### src/rtl/pipe_ctrl_pkg.sv
// Shared types and constants for the pipeline stall/flush controller.
package pipe_ctrl_pkg;

    localparam int RA_W     = 5;
    localparam int MD_CNT_W = 4;

    typedef enum logic [1:0] {
        IDLE    = 2'd0,
        BL_HOLD = 2'd1,
        MD_WAIT = 2'd2
    } pipe_state_e;

endpackage

### src/rtl/md_lat_counter.sv
// Loadable down-counter tracking remaining mul/div EX occupancy; tc_o flags the last cycle.
module md_lat_counter
    import pipe_ctrl_pkg::*;
(
    input  logic                clk_i,
    input  logic                rst_ni,
    input  logic                load_i,
    input  logic [MD_CNT_W-1:0] load_val_i,
    input  logic                hold_i,
    output logic                tc_o
);

    logic [MD_CNT_W-1:0] cnt_q, cnt_d;

    always_comb begin
        cnt_d = cnt_q;
        if (load_i) begin
            cnt_d = load_val_i;
        end else if (!hold_i && cnt_q != '0) begin
            cnt_d = cnt_q - 1'b1;
        end
    end

    always_ff @(posedge clk_i) begin
        if (!rst_ni) begin
            cnt_q <= '0;
        end else begin
            cnt_q <= cnt_d;
        end
    end

    assign tc_o = (cnt_q == MD_CNT_W'(1));

endmodule

### src/rtl/pipe_stall_ctrl.sv
// Stall/flush controller for the 5-stage pipeline.
// Mul/div occupancy tracking is built only when PIPE_MULDIV_EN is defined.
//
// state   | meaning
// IDLE    | no multi-cycle hazard pending
// BL_HOLD | second bubble of a branch waiting on a load that was in EX
// MD_WAIT | mul/div still occupying EX
module pipe_stall_ctrl #(
    parameter int MD_LAT = 4,
    parameter int RA_W   = pipe_ctrl_pkg::RA_W
) (
    input  logic            clk,
    input  logic            rst,
    input  logic [RA_W-1:0] id_rs1,
    input  logic [RA_W-1:0] id_rs2,
    input  logic            id_rs1_used,
    input  logic            id_rs2_used,
    input  logic            id_branch,
    input  logic            id_branch_taken,
    input  logic [RA_W-1:0] ex_rd,
    input  logic            ex_reg_write,
    input  logic            ex_mem_read,
    input  logic [RA_W-1:0] mem_rd,
    input  logic            mem_mem_read,
    input  logic            mem_busy,
    input  logic            md_start,
    output logic            PC_shouldstall,
    output logic            IFID_stall,
    output logic            IFID_flush,
    output logic            IDEX_stall,
    output logic            IDEX_flush,
    output logic            EXMEM_stall,
    output logic            EXMEM_flush,
    output logic            MEMWB_flush,
    output logic            md_busy
);
    import pipe_ctrl_pkg::*;

    pipe_state_e state_q, state_d;

    logic raw_ex, raw_mem;
    logic lu, ba, bl2, bl1, hazard;
    logic md_load, md_tc, md_wait;

    // x0 is hardwired, so a match against it is never a real dependency
    assign raw_ex  = (ex_rd != '0) &&
                     ((id_rs1_used && id_rs1 == ex_rd) || (id_rs2_used && id_rs2 == ex_rd));
    assign raw_mem = (mem_rd != '0) &&
                     ((id_rs1_used && id_rs1 == mem_rd) || (id_rs2_used && id_rs2 == mem_rd));

    assign lu     = ex_mem_read && raw_ex;
    assign ba     = id_branch && ex_reg_write && !ex_mem_read && raw_ex;
    assign bl2    = id_branch && ex_mem_read && raw_ex;
    assign bl1    = id_branch && mem_mem_read && raw_mem;
    assign hazard = lu || ba || bl2 || bl1 || (state_q == BL_HOLD);

`ifdef PIPE_MULDIV_EN
    localparam logic [MD_CNT_W-1:0] MD_LOAD = MD_CNT_W'(MD_LAT - 1);

    logic md_hold;

    assign md_load = (state_q == IDLE) && md_start && !mem_busy;
    assign md_hold = mem_busy || (state_q != MD_WAIT);
    assign md_wait = (state_q == MD_WAIT);

    md_lat_counter u_md_cnt (
        .clk_i      (clk),
        .rst_ni     (rst),
        .load_i     (md_load),
        .load_val_i (MD_LOAD),
        .hold_i     (md_hold),
        .tc_o       (md_tc)
    );
`else
    localparam int unused_md_lat = MD_LAT;

    logic unused_md_start;

    assign unused_md_start = md_start;
    assign md_load         = 1'b0;
    assign md_tc           = 1'b0;
    assign md_wait         = 1'b0;
`endif

    always_comb begin
        state_d = state_q;
        if (!mem_busy) begin
            case (state_q)
                IDLE: begin
                    if (md_load) begin
                        state_d = MD_WAIT;
                    end else if (bl2) begin
                        state_d = BL_HOLD;
                    end
                end
                BL_HOLD: state_d = IDLE;
                MD_WAIT: begin
                    if (md_tc) begin
                        state_d = IDLE;
                    end
                end
                default: state_d = IDLE;
            endcase
        end
    end

    always_ff @(posedge clk) begin
        if (!rst) begin
            state_q <= IDLE;
        end else begin
            state_q <= state_d;
        end
    end

    // A taken branch only redirects when nothing above it is holding ID
    always_comb begin
        PC_shouldstall = 1'b0;
        IFID_stall     = 1'b0;
        IFID_flush     = 1'b0;
        IDEX_stall     = 1'b0;
        IDEX_flush     = 1'b0;
        EXMEM_stall    = 1'b0;
        EXMEM_flush    = 1'b0;
        MEMWB_flush    = 1'b0;
        md_busy        = 1'b0;
        if (rst) begin
            md_busy = md_wait;
            if (mem_busy) begin
                PC_shouldstall = 1'b1;
                IFID_stall     = 1'b1;
                IDEX_stall     = 1'b1;
                EXMEM_stall    = 1'b1;
                MEMWB_flush    = 1'b1;
            end else if (md_wait) begin
                PC_shouldstall = 1'b1;
                IFID_stall     = 1'b1;
                IDEX_stall     = 1'b1;
                EXMEM_flush    = 1'b1;
            end else if (hazard) begin
                PC_shouldstall = 1'b1;
                IFID_stall     = 1'b1;
                IDEX_flush     = 1'b1;
            end else if (id_branch_taken) begin
                IFID_flush = 1'b1;
            end
        end
    end

endmodule

### config.mk
export PLATFORM = sky130hd
export DESIGN_NAME = pipe_stall_ctrl
export DESIGN_NICKNAME = d
export VERILOG_FILES = /design/src/rtl/pipe_ctrl_pkg.sv /design/src/rtl/md_lat_counter.sv /design/src/rtl/pipe_stall_ctrl.sv
export SDC_FILE = /design/constraint.sdc
export NUM_CORES = 1
export LEC_CHECK = 0
export BUFFER_PORTS_ARGS = -buffer_cell sky130_fd_sc_hd__buf_4
export CAP_MARGIN = 10
export CORE_AREA = 2 2 39 41
export CTS_BUF_LIST = sky130_fd_sc_hd__clkbuf_4 sky130_fd_sc_hd__clkbuf_8
export DETAILED_ROUTE_END_ITERATION = 8
export DIE_AREA = 0 0 41 43
export GPL_ROUTABILITY_DRIVEN = 0
export HOLD_SLACK_MARGIN = 0.02
export PLACE_DENSITY = 0.73
export RECOVER_POWER = 25
export SLEW_MARGIN = 20
export SYNTH_ARGS = -nofsm -noshare
export SYNTH_HDL_FRONTEND = slang
export SYNTH_HIERARCHICAL = 1
export SYNTH_SLANG_ARGS = --single-unit
### constraint.sdc
create_clock -name clk -period 1.9 [get_ports clk]
set_input_delay 0.475 -clock clk [delete_from_list [all_inputs] [get_ports clk]]
set_output_delay 0.475 -clock clk [all_outputs]
set_load 0.02 [all_outputs]
; ---- Word-level counts from Yosys, hierarchy flattened
; Cells that the tools add are included.
[word_totals]
ff_bits = 2
out_inout_bits = 9
input_bits = 31
elab_cells = 48
[op_classes]
n_eq_ne = 7
muxes = 13
reduce_logical = 25
bitwise_logic = 2
[op_table]
columns = op, count
row1 = $eq A5 B5 Y1, 4
row2 = $logic_and A1 B1 Y1, 14
row3 = $mux W1, 11
row4 = $reduce_bool A5 Y1, 2
row5 = $logic_or A1 B1 Y1, 6
row6 = $pmux W2 S2, 1
row7 = $reduce_and A3 Y1, 1
row8 = $eq A2 B1 Y1 const B, 1
row9 = $eq A2 B2 Y1 const B, 1
row10 = $logic_not A2 Y1, 1
row11 = $mux W2, 1
row12 = $ne A2 B2 Y1 const B, 1
row13 = $not A1 Y1, 2
row14 = $logic_not A1 Y1, 1

; ---- Logic depth before layout (Yosys ltp)
[logic_depth]
depth_word = 12
mapped_depth = 6
ltp_nobuf = 5

; ---- Least setup slack after synthesis
; OpenSTA, ideal clock, no wires.
[synth_path]
path_type = input to output
startpoint = input id_rs1[0]
endpoint = output PC_shouldstall
arrival_ns = 1.872
n_path_buf = 1
path_slack_ns = -0.447
t_required_ns = 1.425
path_stages = 6
path_cell_list = xor2_1 > nor4_2 > nand3_1 > a21o_1 > a31oi_1 > buf_4
[synth_between]
elab_chain_len = 12
elab_cells_between_ends = 19
cone_classes = eq/ne: 2 / mux: 3 / reduce/logical: 14
[synth_lines]
columns = item, line
row1 = start: declaration, pipe_stall_ctrl.sv:14  ; input logic [RA_W-1:0] id_rs1,
row2 = $eq A5 B5 Y1, pipe_stall_ctrl.sv:47  ; ((id_rs1_used && id_rs1 == ex_rd) || (id_rs2_used && id_rs2 == ex_rd));
row3 = $logic_and A1 B1 Y1, pipe_stall_ctrl.sv:47
row4 = $logic_or A1 B1 Y1, pipe_stall_ctrl.sv:47
row5 = $logic_and A1 B1 Y1, pipe_stall_ctrl.sv:46  ; assign raw_ex = (ex_rd != '0) &&
row6 = $logic_and A1 B1 Y1 (on tied branches), "pipe_stall_ctrl.sv:51, pipe_stall_ctrl.sv:52"
row7 = $logic_or A1 B1 Y1 (2 in a row), pipe_stall_ctrl.sv:55  ; assign hazard = lu || ba || bl2 || bl1 || (state_q == BL_HOLD);
row8 = $logic_or A1 B1 Y1 * (2 in a row), pipe_stall_ctrl.sv:55
row9 = $mux W1 * (3 in a row), -
row10 = end: declaration, pipe_stall_ctrl.sv:27  ; output logic PC_shouldstall,
; Mark *: on every way between the ends. The rest lies on a longest branch, timed or not.

; ---- Worst setup path in the final report
[layout_path]
startpoint = input mem_rd[1]
endpoint = output IDEX_flush
[layout_between]
elab_chain_len = 10
elab_cells_between_ends = 13
cone_classes = eq/ne: 2 / mux: 3 / reduce/logical: 8
[layout_lines]
columns = item, line
row1 = start: declaration, pipe_stall_ctrl.sv:23  ; input logic [RA_W-1:0] mem_rd,
row2 = $eq A5 B5 Y1, pipe_stall_ctrl.sv:49  ; ((id_rs1_used && id_rs1 == mem_rd) || (id_rs2_used && id_rs2 == mem_rd));
row3 = $logic_and A1 B1 Y1, pipe_stall_ctrl.sv:49
row4 = $logic_or A1 B1 Y1, pipe_stall_ctrl.sv:49
row5 = $logic_and A1 B1 Y1 *, pipe_stall_ctrl.sv:48  ; assign raw_mem = (mem_rd != '0) &&
row6 = $logic_and A1 B1 Y1 *, pipe_stall_ctrl.sv:54  ; assign bl1 = id_branch && mem_mem_read && raw_mem;
row7 = $logic_or A1 B1 Y1 * (2 in a row), pipe_stall_ctrl.sv:55
row8 = $mux W1 *, pipe_stall_ctrl.sv:139  ; end else if (hazard) begin
row9 = $mux W1 *, pipe_stall_ctrl.sv:128  ; if (mem_busy) begin
row10 = $mux W1 *, pipe_stall_ctrl.sv:126  ; if (rst) begin
row11 = end: declaration, pipe_stall_ctrl.sv:31  ; output logic IDEX_flush,
; Marked as above.

==> summary.md <==
| Metric | Value |
|---|---|
| Drt wl/cell | 11.09 um |
| Hold_ws | 510.6 ps |
| Endpoints failing setup | 4 |
| Worst slack, placed | -405.7 ps |
| Seq cells post-synth | 1 |
| Cell chain of the critical path | buf_4 > xor2_1 > nor4_1 > nand3_1 > a21o_1 > a311oi_2 > buf_4 |
| Largest register by flop count | state_q |
| RSZ-0062 raised after global routing | yes |
| Post-Syn Area | 409.1 um^2 |
| Met2 routed WL | 700 um |
| Die area | 0.001763 mm^2 |
| Pwr/cell area | 238.1 mW/mm^2 |
| DRT met1 WL | 425 um |
| Die Span Y | 43 um |
| Mapped Avg Cell Area | 7.439 um^2 |
| CP max stage delay | 280 ps |
| Core Rows | 14 |
| Via density | 4.765 |
| Largest registers | state_q: 1 flops |
| Slowest CP cell | nor4_1 |
| Post-layout nets | 132 |
| Drt pass-1 iters | 5 |
| Initial DRC Count | 2 |
| Critical Path Start Type | input port |
| Vias in the first global route | 510 |
| GRT overflow | 0 |
| Total power | 199.0 uW |
| Max reg flops | 1 |
| Vias post-DR | 548 |
| Max Transition Viols Final | 0 |
| Shortest period the worst path allows | 2265 ps |
| Maxcap violations | 0 |
| Worst-path clk slew | 0 ps |
| Crit path setup slack, layout | -365.1 ps |
| Sequential-to-total area share from yosys stat | 4.893% |
| Routed WL | 1.275 mm |
| Status | finished, violations left |
| Wire length on met3 | 149 um |
| Tcrit/Tclk final | 119.2% |
| Synth cell types | 22 |
| Failing checks | negative setup slack |
| Crit path max fanout | 3 |
| YS warnings | 6 |
| Cts hold-fix bufs | 0 |
| Critical path buffers and inverters | 2 |
| Hold/Removal Path Class | register to register |
| Crit end category | output port |
| ANT cells | 0 |
| Core area | 0.001384 mm^2 |
| Placed cells | 114 |
| Worst Path Arrival | 1790 ps |
| Pin count of the biggest net entering global routing | 5 |
| Non-filler instance count after layout | 115 |
| Initial antenna violation count | 0 |
| GRT Util Overall | 15.72% |
| Peak Freq | 0.4415 GHz |
| Critical Path RT | 1420 ps |
| Area growth, synth to finish | 104.3% |
| PortBufs | 36 |
| IO Count | 40 |
| Top routing layer used | met3 |
| Post-detail-place hpwl | 1.096 mm |
| DRC Markers | 0 |
| Gate Count Post-Synth | 55 |
| Clock skew | 0 ps |
| Chip width | 41 um |
| Delay-heaviest family, CP | compound AO/OA/AOI/OAI gates |
| Global-route wire length before repair | 2.028 mm |
| Worst vdd ir | 0.0001174 V |
| Top cell by count, worst path | buf_4 |
| Leakage | 0.0003808 uW |
| Clock Latency Late Sink | 0 ps |
| Share of cells above drive strength 1 | 56.57% |
| Final Hold Fails | 0 |
| Critical path class | input port to output port |
| Initial Utilization | 29.57% |
| Final ANT Viol Nets | 0 |
| Post-layout util | 60.40% |
-- worst reg2reg max path, cell delays in order, from the launching register on --
cell and delay, ps:
dfxtp_1 330, nor2_1 70, buf_4 140, and3_1 170, a32oi_1 190, nor2_1 50
-- area by class of cell --
class | count | area, um^2
fillers | 128 | 548.0
multi-input cells | 48 | 397.9
repair buffers | 48 | 390.4
flip-flops and latches | 1 | 20.02
well taps | 16 | 20.02
inverters | 2 | 7.507
-- final timing paths --
path,cells past startpoint,start,endpoint,slack [ps]
worst min register to register,2,state_q[0]$_SDFFE_PN0P_,state_q[0]$_SDFFE_PN0P_,510
worst max-delay path,7,mem_rd[1],IDEX_flush,-370
worst max register to register,5,state_q[0]$_SDFFE_PN0P_,state_q[0]$_SDFFE_PN0P_,820
worst min-delay path,2,state_q[0]$_SDFFE_PN0P_,state_q[0]$_SDFFE_PN0P_,510
-- through the flow --
step | instance area, um^2 | TNS, ps
3_5_place_dp | 764.5 | -1526
5_1_grt | 835.8 | -1695
2_1_floorplan | 429.2 | -595.0
3_3_place_gp | 764.5 | -1505
6_report | 835.8 | -1379
4_1_cts | 809.5 | -1343
-- cell usage in the layout (no fill, tap or decap) --
| master | n |
|---|---|
| xnor2_1 | 10 |
| nand2_1 | 3 |
| nor2_1 | 3 |
| o22ai_2 | 1 |
| clkbuf_1 | 1 |
| and3_1 | 2 |
| nand3_2 | 1 |
| buf_6 | 7 |
| a31oi_4 | 1 |
| or4_4 | 1 |
| buf_4 | 39 |
| nand3_1 | 2 |
| and2_1 | 1 |
| a32oi_1 | 1 |
| and3_4 | 1 |
| nor4_2 | 1 |
| a311oi_2 | 1 |
| conb_1 | 2 |
| dfxtp_1 | 1 |
| buf_8 | 1 |
| xor2_1 | 8 |
| o211ai_1 | 1 |
| xnor2_2 | 2 |
| nand4_1 | 2 |
| nor3_1 | 1 |
| a21o_1 | 2 |
| inv_1 | 2 |
| nor4_1 | 1 |
-- logic make-up after synthesis --
kind of cell | share of synthesized area [%]
xor+xnor | 42.81
buf+inv | 11.01
other cells | 0.9166
simple gates | 25.99
flops | 4.893
compound gates | 14.37
-- synth_stat cells, drive strengths merged --
library cell / count / share of area, %
a32oi: 1 / 2.1
dfxtp: 1 / 4.9
nor4: 2 / 4.6
conb: 1 / 0.92
xnor2: 12 / 26
nand2: 3 / 2.8
nand3: 3 / 3.7
a21o: 2 / 3.7
or4: 1 / 1.8
nor3: 1 / 1.2
nor2: 3 / 2.8
inv: 2 / 1.8
and3: 3 / 4.6
o22ai: 1 / 1.5
a31oi: 1 / 1.5
buf: 5 / 9.2
o211ai: 1 / 1.8
xor2: 8 / 17
and2: 1 / 1.5
nand4: 2 / 3.1
a311oi: 1 / 3.7
-- where the power goes --
part | internal (uW) | switching [uW]
combinational | 104 | 73.8
clock | 0 | 0
sequential | 21.5 | 0.0672
total | 125 | 73.9
-- metal layers --
layer	GRT usage, %	vias up
met5	0	-
met4	0	0
met3	2.094	0
met2	30.31	27
met1	17.83	245
li1	-	276
-- repair_timing --
| action | 4_1_cts | 5_1_grt |
|---|---|---|
| pin swaps | 9 | 7 |
| endpoints found under the hold margin | 0 | 0 |
| resized for setup | 10 | 5 |
| setup buffers | 0 | 1 |
| setup endpoints to repair | 4 | 4 |
No activity file was read; power rests on OpenSTA's default activity.
